===== config.mk =====
export PLATFORM = sky130hd
export DESIGN_NAME = rib_rr
export DESIGN_NICKNAME = d
export VERILOG_FILES = /design/src/rtl/rib_rr.sv
export SDC_FILE = /design/constraint.sdc
export NUM_CORES = 1
export LEC_CHECK = 0
export BUFFER_PORTS_ARGS = -buffer_cell sky130_fd_sc_hd__buf_4
export CAP_MARGIN = 0
export CELL_PAD_IN_SITES_DETAIL_PLACEMENT = 1
export CELL_PAD_IN_SITES_GLOBAL_PLACEMENT = 1
export CORE_AREA = 2 2 260 262
export CTS_CLUSTER_DIAMETER = 40
export DETAILED_ROUTE_END_ITERATION = 6
export DIE_AREA = 0 0 262 264
export PLACE_DENSITY_LB_ADDON = 0.08
export RECOVER_POWER = 100
export SYNTH_ARGS = -nofsm -noshare
export SYNTH_HDL_FRONTEND = slang
export SYNTH_SLANG_ARGS = --single-unit

===== constraint.sdc =====
create_clock -name clk -period 2.5 [get_ports clk]
set_input_delay 0 -clock clk [delete_from_list [all_inputs] [get_ports clk]]
set_output_delay 0 -clock clk [all_outputs]
set_load 0.03 [all_outputs]

===== src/rtl/rib_rr.sv =====
// rib_rr: registered round-robin bus interconnect, NM masters to NS slaves.
// Ports: clk, rst (async active-low); master side m_req_i/m_we_i/m_addr_i/
//   m_data_i in, m_data_o/m_ack_o/m_err_o out; slave side s_req_o/s_we_o/
//   s_addr_o/s_data_o out, s_data_i/s_ack_i in; grant_o, hold_flag_o status.
module rib_rr #(
    parameter int NM     = 4,
    parameter int NS     = 6,
    parameter int AW     = 32,
    parameter int DW     = 32,
    parameter int RW     = 4,
    parameter int TO_CYC = 255,
    parameter logic [NM-1:0] HOLD_MASK = NM'(4'b1101)
) (
    input  logic                    clk,
    input  logic                    rst,
    input  logic [NM-1:0]           m_req_i,
    input  logic [NM-1:0]           m_we_i,
    input  logic [NM*AW-1:0]        m_addr_i,
    input  logic [NM*DW-1:0]        m_data_i,
    output logic [NM*DW-1:0]        m_data_o,
    output logic [NM-1:0]           m_ack_o,
    output logic [NM-1:0]           m_err_o,
    output logic [NS-1:0]           s_req_o,
    output logic                    s_we_o,
    output logic [AW-1:0]           s_addr_o,
    output logic [DW-1:0]           s_data_o,
    input  logic [NS*DW-1:0]        s_data_i,
    input  logic [NS-1:0]           s_ack_i,
    output logic [$clog2(NM)-1:0]   grant_o,
    output logic                    hold_flag_o
);

    localparam int GW = $clog2(NM);

    typedef enum logic [1:0] {IDLE, BUSY, RESP} state_t;

    state_t           state_q, state_d;
    logic [GW-1:0]    grant_q, rr_ptr_q, pick;
    logic             found;
    logic             we_q;
    logic [AW-RW-1:0] addr_q;
    logic [DW-1:0]    wdata_q, rdata_q;
    logic             err_q;
    logic [RW-1:0]    sel_q;
    logic [15:0]      cnt_q;

    logic             pick_we;
    logic [AW-1:0]    pick_addr;
    logic [DW-1:0]    pick_data;
    logic [RW-1:0]    region;
    logic             dec_ok;
    logic             ack_sel;
    logic [DW-1:0]    rdata_sel;
    logic             timeout;

    // First requester at or above rr_ptr, wrapping modulo NM.
    always_comb begin
        found = 1'b0;
        pick  = '0;
        for (int i = 0; i < NM; i++) begin
            if (!found && m_req_i[GW'((int'(rr_ptr_q) + i) % NM)]) begin
                found = 1'b1;
                pick  = GW'((int'(rr_ptr_q) + i) % NM);
            end
        end
    end

    always_comb begin
        pick_we   = 1'b0;
        pick_addr = '0;
        pick_data = '0;
        for (int i = 0; i < NM; i++) begin
            if (GW'(i) == pick) begin
                pick_we   = m_we_i[i];
                pick_addr = m_addr_i[i*AW +: AW];
                pick_data = m_data_i[i*DW +: DW];
            end
        end
        region = pick_addr[AW-1 -: RW];
        dec_ok = int'(region) < NS;
    end

    // Only the selected slave's ack/data matter.
    always_comb begin
        ack_sel   = 1'b0;
        rdata_sel = '0;
        for (int j = 0; j < NS; j++) begin
            if (RW'(j) == sel_q) begin
                ack_sel   = s_ack_i[j];
                rdata_sel = s_data_i[j*DW +: DW];
            end
        end
        timeout = (cnt_q == 16'(TO_CYC - 1));
    end

    always_ff @(posedge clk or negedge rst) begin
        if (!rst) state_q <= IDLE;
        else      state_q <= state_d;
    end

    always_comb begin
        state_d = state_q;
        case (state_q)
            IDLE:    if (found) state_d = dec_ok ? BUSY : RESP;
            BUSY:    if (ack_sel || timeout) state_d = RESP;
            RESP:    state_d = IDLE;
            default: state_d = IDLE;
        endcase
    end

    always_ff @(posedge clk or negedge rst) begin
        if (!rst) begin
            grant_q  <= '0;
            rr_ptr_q <= '0;
            we_q     <= 1'b0;
            addr_q   <= '0;
            wdata_q  <= '0;
            rdata_q  <= '0;
            err_q    <= 1'b0;
            sel_q    <= '0;
            cnt_q    <= '0;
        end else begin
            case (state_q)
                IDLE: begin
                    cnt_q <= '0;
                    if (found) begin
                        grant_q <= pick;
                        we_q    <= pick_we;
                        addr_q  <= pick_addr[AW-RW-1:0];
                        wdata_q <= pick_data;
                        sel_q   <= region;
                        err_q   <= !dec_ok;
                        rdata_q <= '0;
                    end
                end
                BUSY: begin
                    // Ack takes priority over a coincident timeout.
                    if (ack_sel) begin
                        rdata_q <= we_q ? '0 : rdata_sel;
                        err_q   <= 1'b0;
                    end else if (timeout) begin
                        rdata_q <= '0;
                        err_q   <= 1'b1;
                    end else begin
                        cnt_q <= cnt_q + 16'd1;
                    end
                end
                RESP: begin
                    rr_ptr_q <= (int'(grant_q) == NM - 1) ? '0 : grant_q + 1'b1;
                end
                default: ;
            endcase
        end
    end

    always_comb begin
        m_ack_o  = '0;
        m_err_o  = '0;
        m_data_o = '0;
        if (state_q == RESP) begin
            for (int i = 0; i < NM; i++) begin
                if (GW'(i) == grant_q) begin
                    m_ack_o[i]            = 1'b1;
                    m_err_o[i]            = err_q;
                    m_data_o[i*DW +: DW]  = rdata_q;
                end
            end
        end
    end

    assign s_req_o  = (state_q == BUSY) ? (NS'(1) << sel_q) : '0;
    assign s_we_o   = (state_q == BUSY) && we_q;
    assign s_addr_o = (state_q == BUSY) ? {{RW{1'b0}}, addr_q} : '0;
    assign s_data_o = (state_q == BUSY) ? wdata_q : '0;
    assign grant_o  = grant_q;

    assign hold_flag_o = (|(m_req_i & HOLD_MASK)) ||
                         ((state_q != IDLE) && HOLD_MASK[grant_q]);

endmodule

==> results_tabular.tex <==
\begin{tabular}{lr}
\hline
Metric & Value \\
\hline
\multicolumn{2}{l}{\textbf{Power}} \\
\quad Fraction of power consumed by sequential logic & 20.2\% \\
\quad Leakage & 0.00985 uW \\
\quad Logic gate share of total power & 61.6\% \\
\quad Share of total power consumed by net switching & 47.3\% \\
\quad Final Power & 15900 uW \\
\quad Power share of the clock group & 18.2\% \\
\quad Total power density per cell area & 829 nW/um2 \\
\quad Internal & 8380 uW \\
\quad Peak ir drop on the vdd network & 0.641 mV \\
\quad NetSw & 7520 uW \\
\multicolumn{2}{l}{\textbf{Worst setup path}} \\
\quad Crit-path max cell delay & 0.51 ns \\
\quad Required time of the critical path & 2.50 ns \\
\quad R2R cell count & 5 \\
\quad Cell mode on critical path & clkbuf\_2 \\
\quad Start of the worst register-to-register path & rr\_ptr\_q[1]\$\_DFFE\_PN0P\_ \\
\quad Cell chain of the critical path & clkbuf\_2 -> nor2\_4 -> buf\_12 -> and2\_1 -> clkbuf\_2 \\
\quad Arrival time at the worst endpoint & 2.32 ns \\
\quad Flop-to-flop setup slack & 0.18 ns \\
\quad Terminus of the critical flop-to-flop path & err\_q\$\_DFFE\_PN0P\_ \\
\quad Setup CP Type & reg -> out \\
\quad Critical path startpoint category & flip-flop \\
\quad Critical-path top delay cell & dfrtp\_1 \\
\quad Critical-path maximum fanout & 62 \\
\quad Endpoint class of the critical path & output pin \\
\multicolumn{2}{l}{\textbf{Floorplanning}} \\
\quad Initial Utilization & 14.9\% \\
\quad Die ar. & 69200 um2 \\
\quad Overall die width & 262 um \\
\quad IO Pins & 674 \\
\quad FP Rows & 95 \\
\quad Floorplan core area & 66600 um2 \\
\quad Vertical extent of the die & 264 um \\
\multicolumn{2}{l}{\textbf{Synthesis}} \\
\quad Number of enable-type register cells in the synthesized netlist & 0 \\
\quad Mean area per synthesized cell & 7.81 um2 \\
\quad Flip-flop and latch count after synthesis & 120 \\
\quad Cell area after technology mapping & 9940 um2 \\
\quad Post-synthesis sequential area ratio & 30.2\% \\
\quad Ys flop type & dfrtp\_1 \\
\quad Warning count from the yosys run & 0 \\
\quad Proportion of register bits with asynchronous set or reset after synthesis & 100\% \\
\quad Post-synth top cells & 358 x nand2\_1, 258 x and3\_1, 120 x dfrtp\_1 \\
\quad Unique masters post-synth & 53 \\
\quad Portion of synthesized cell area occupied by the leading cell type & 30.2\% \\
\quad Leading cell type by number of instances after synthesis & nand2\_1 \\
\quad Post-Syn Instances & 1273 \\
\quad Largest cells by area after synthesis & dfrtp\_1 30\%, and3\_1 16\%, nand2\_1 14\% \\
\quad Cell type with the largest total area after synthesis & dfrtp\_1 \\
\multicolumn{2}{l}{\textbf{GRT}} \\
\quad Largest net degree at the start of global routing & 137 \\
\quad Busiest metal layer after global routing & met2 \\
\quad Global-route wire length before repair & 99.7 mm \\
\quad Initial antenna violation count & 16 \\
\quad Global-route total usage across every layer & 19.7\% \\
\quad Routing usage on met2 & 34.5\% \\
\quad Final global-route overflow total & 0 \\
\quad GR Layer Usage met1 & 22.7\% \\
\quad Number of global-route vias before repair & 14600 \\
\quad Met3 global-route usage & 5.74\% \\
\multicolumn{2}{l}{\textbf{Routing}} \\
\quad Vias & 13300 \\
\quad Average detailed-routed wire length per instance & 22.8 um \\
\quad Final wirelength & 69.9 mm \\
\quad Antenna viol nets, final & 0 \\
\quad Detailed router's first-iteration violation count & 573 \\
\quad Post-DR vias/cell & 4.36 \\
\quad TritonRoute pass-1 iters & 5 \\
\quad DRC violation count after routing & 0 \\
\multicolumn{2}{l}{\textbf{Hold path}} \\
\quad Type of the most critical hold path & in -> reg \\
\quad Worst Hold Path EP & rdata\_q[1]\$\_DFFE\_PN0P\_ \\
\quad Hold wc startpoint & s\_data\_i[129] \\
\quad Depth of the worst hold-timing path & 4 \\
\multicolumn{2}{l}{\textbf{STA}} \\
\quad Slew @ Worst Pin & 1.75 ns \\
\quad Setup Total Neg Slack & 0 ns \\
\quad Fin Clk Skew & 0.0120 ns \\
\quad Max Clock Freq & 0.430 GHz \\
\quad Post-layout min period & 2.32 ns \\
\quad Post-route setup slack & 0.176 ns \\
\quad Max-slew headroom at the worst pin & -16.9\% \\
\quad Post-route clock period utilization & 93.0\% \\
\quad Final hold violation count & 0 \\
\quad RSZ-0062 raised after global routing & false \\
\quad Final number of max-transition violations & 54 \\
\quad Setup violators final & 0 \\
\multicolumn{2}{l}{\textbf{Clock network}} \\
\quad Num Clock Sinks & 120 \\
\quad Clk slew on worst S/H paths & 0.06 ns \\
\quad H-tree level count & 4 \\
\quad Clock tree from TritonCTS & yes \\
\quad Clock Tree Root & clkbuf\_16 \\
\quad Number of buffers added by the clock tree synthesis step & 17 \\
\quad \# Post-CTS Setup Buffers & 0 \\
\quad Maximum root-to-sink buffer count & 2 \\
\quad Clock latency at the later pin of the worst-skew pair & 0.48 ns \\
\multicolumn{2}{l}{\textbf{Job}} \\
\quad Max cap viols & 1 \\
\multicolumn{2}{l}{\textbf{Placement}} \\
\quad Final HPWL from detailed placement & 53.6 mm \\
\quad Routability-driven placement congestion ratio & 0.893 \\
\quad Input/output buffers & 669 \\
\quad Placement Setup Slack & 0.203 ns \\
\multicolumn{2}{l}{\textbf{Finish}} \\
\quad Total number of nets in the final design & 2634 \\
\quad Fraction of final layout cells sized beyond drive strength 1 & 36.7\% \\
\quad Synth-to-layout area growth & 92.7\% \\
\multicolumn{2}{l}{\textbf{Status}} \\
\quad Result of the run & finished, violations left \\
\quad Violated checks & max-capacitance violations, max-slew violations \\
\hline
\end{tabular}
sequential cells by signal, indices dropped and copies added, names as in the netlist:
register  cells
rr_ptr_q      2
state_q       2
cnt_q        16
sel_q         4
grant_o       2
addr_q       28
we_q          1
err_q         1
rdata_q      32
wdata_q      32
metrics by stage:
stage / std cells / hold WS [ns] / utilization, % / cell area [um2]
6_report: 3058 / 0.0315 / 28.8 / 19200
3_3_place_gp: 2737 / 0.0589 / 24.2 / 16100
3_5_place_dp: 2737 / 0.0604 / 24.2 / 16100
2_1_floorplan: 1276 / -0.296 / - / 9950
4_1_cts: 3050 / 0.000631 / 29.4 / 19600
5_1_grt: 3056 / 0.0427 / 28.8 / 19200
layer usage:
| layer | vias to the layer above | share of wire (%) |
|---|---|---|
| li1 | 6274 | - |
| met5 | - | 0.18 |
| met1 | 6522 | 40 |
| met4 | 18 | 2.9 |
| met2 | 422 | 50 |
| met3 | 94 | 6.9 |
how the worst max path moves through the flow:
stage | start | endpoint | slack, ns | cells after the start
detailed placement | rr_ptr_q[1]$_DFFE_PN0P_ | addr_q[1]$_DFFE_PN0P_ | 0.20 | 5
global route | grant_o[0]$_DFFE_PN0P_ | m_data_o[103] | 0.03 | 4
floorplan | rr_ptr_q[1]$_DFFE_PN0P_ | err_q$_DFFE_PN0P_ | 0.45 | 7
CTS | state_q[1]$_DFFE_PN0P_ | s_addr_o[1] | 0.16 | 5
global placement | rr_ptr_q[1]$_DFFE_PN0P_ | wdata_q[15]$_DFFE_PN0P_ | 0.27 | 5
finish | state_q[1]$_DFFE_PN0P_ | s_data_o[12] | 0.18 | 5
critical path, delay by kind of cell, from the launching register on:
| family | cells | cell delay, ns |
|---|---|---|
| buffers and inverters | 3 | 0.79 |
| DFF | 1 | 0.51 |
| and+or+nand+nor | 2 | 0.45 |
power by group through the flow:
stage               clock network [uW]  registers [uW]  logic [uW]
floorplan                            0            2930        5900
finish                            2900            3210        9780
CTS                               3030            3230       10200
detailed placement                   0            3260        9690
global placement                     0            3220        9650
global route                      3080            3330       10800
cells by family (layout without fill, tap and decap cells):
group | Yosys count | after routing | share of synthesized area (%)
flip-flops | 120 | 120 | 30.2
XOR/XNOR | 11 | 11 | 0.969
multiplexers | 71 | 71 | 11.3
other | 1 | 12 | 0.0377
buffers and inverters | 133 | 1034 | 5.42
AO/OA/AOI/OAI | 173 | 173 | 13.2
adder cells (fa/ha/maj) | 6 | 6 | 0.755
AND/OR/NAND/NOR | 758 | 758 | 38.1
final cells by class:
class	count	area (um2)
Inverter	7	26.3
Multi-Input combinational cell	1023	6450
Timing Repair Buffer	995	7910
Sequential cell	120	3010
Fill cell	7905	47400
Clock inverter	13	199
Antenna cell	8	20.0
Tap cell	873	1090
Clock buffer	19	453
layout by cell type, fill, tap and decap left out, types with 7 or more instances in the layout:
cell type,netlist,routed
buf_4,4,531
nand2_1,358,355
dlygate4sd3_1,0,281
and3_1,258,258
clkbuf_2,0,152
dfrtp_1,120,118
o31ai_1,63,63
and2_0,0,39
o21ai_0,37,37
a22o_1,33,33
mux2i_1,32,32
mux4_2,32,32
and2_1,67,26
nor2_1,26,24
clkbuf_16,0,17
nand3_1,13,13
buf_12,0,13
xnor2_1,11,11
diode_2,0,8
a211oi_1,8,8
a21oi_1,8,8
buf_2,20,8
inv_1,7,7
what timing repair did:
| action | in CTS | in global routing |
|---|---|---|
| endpoints found under the hold margin | 157 | 0 |
| gates resized for setup | 0 | 0 |
| hold buffers | 281 | 0 |
Note: power is estimated with default switching activity, not from simulation.
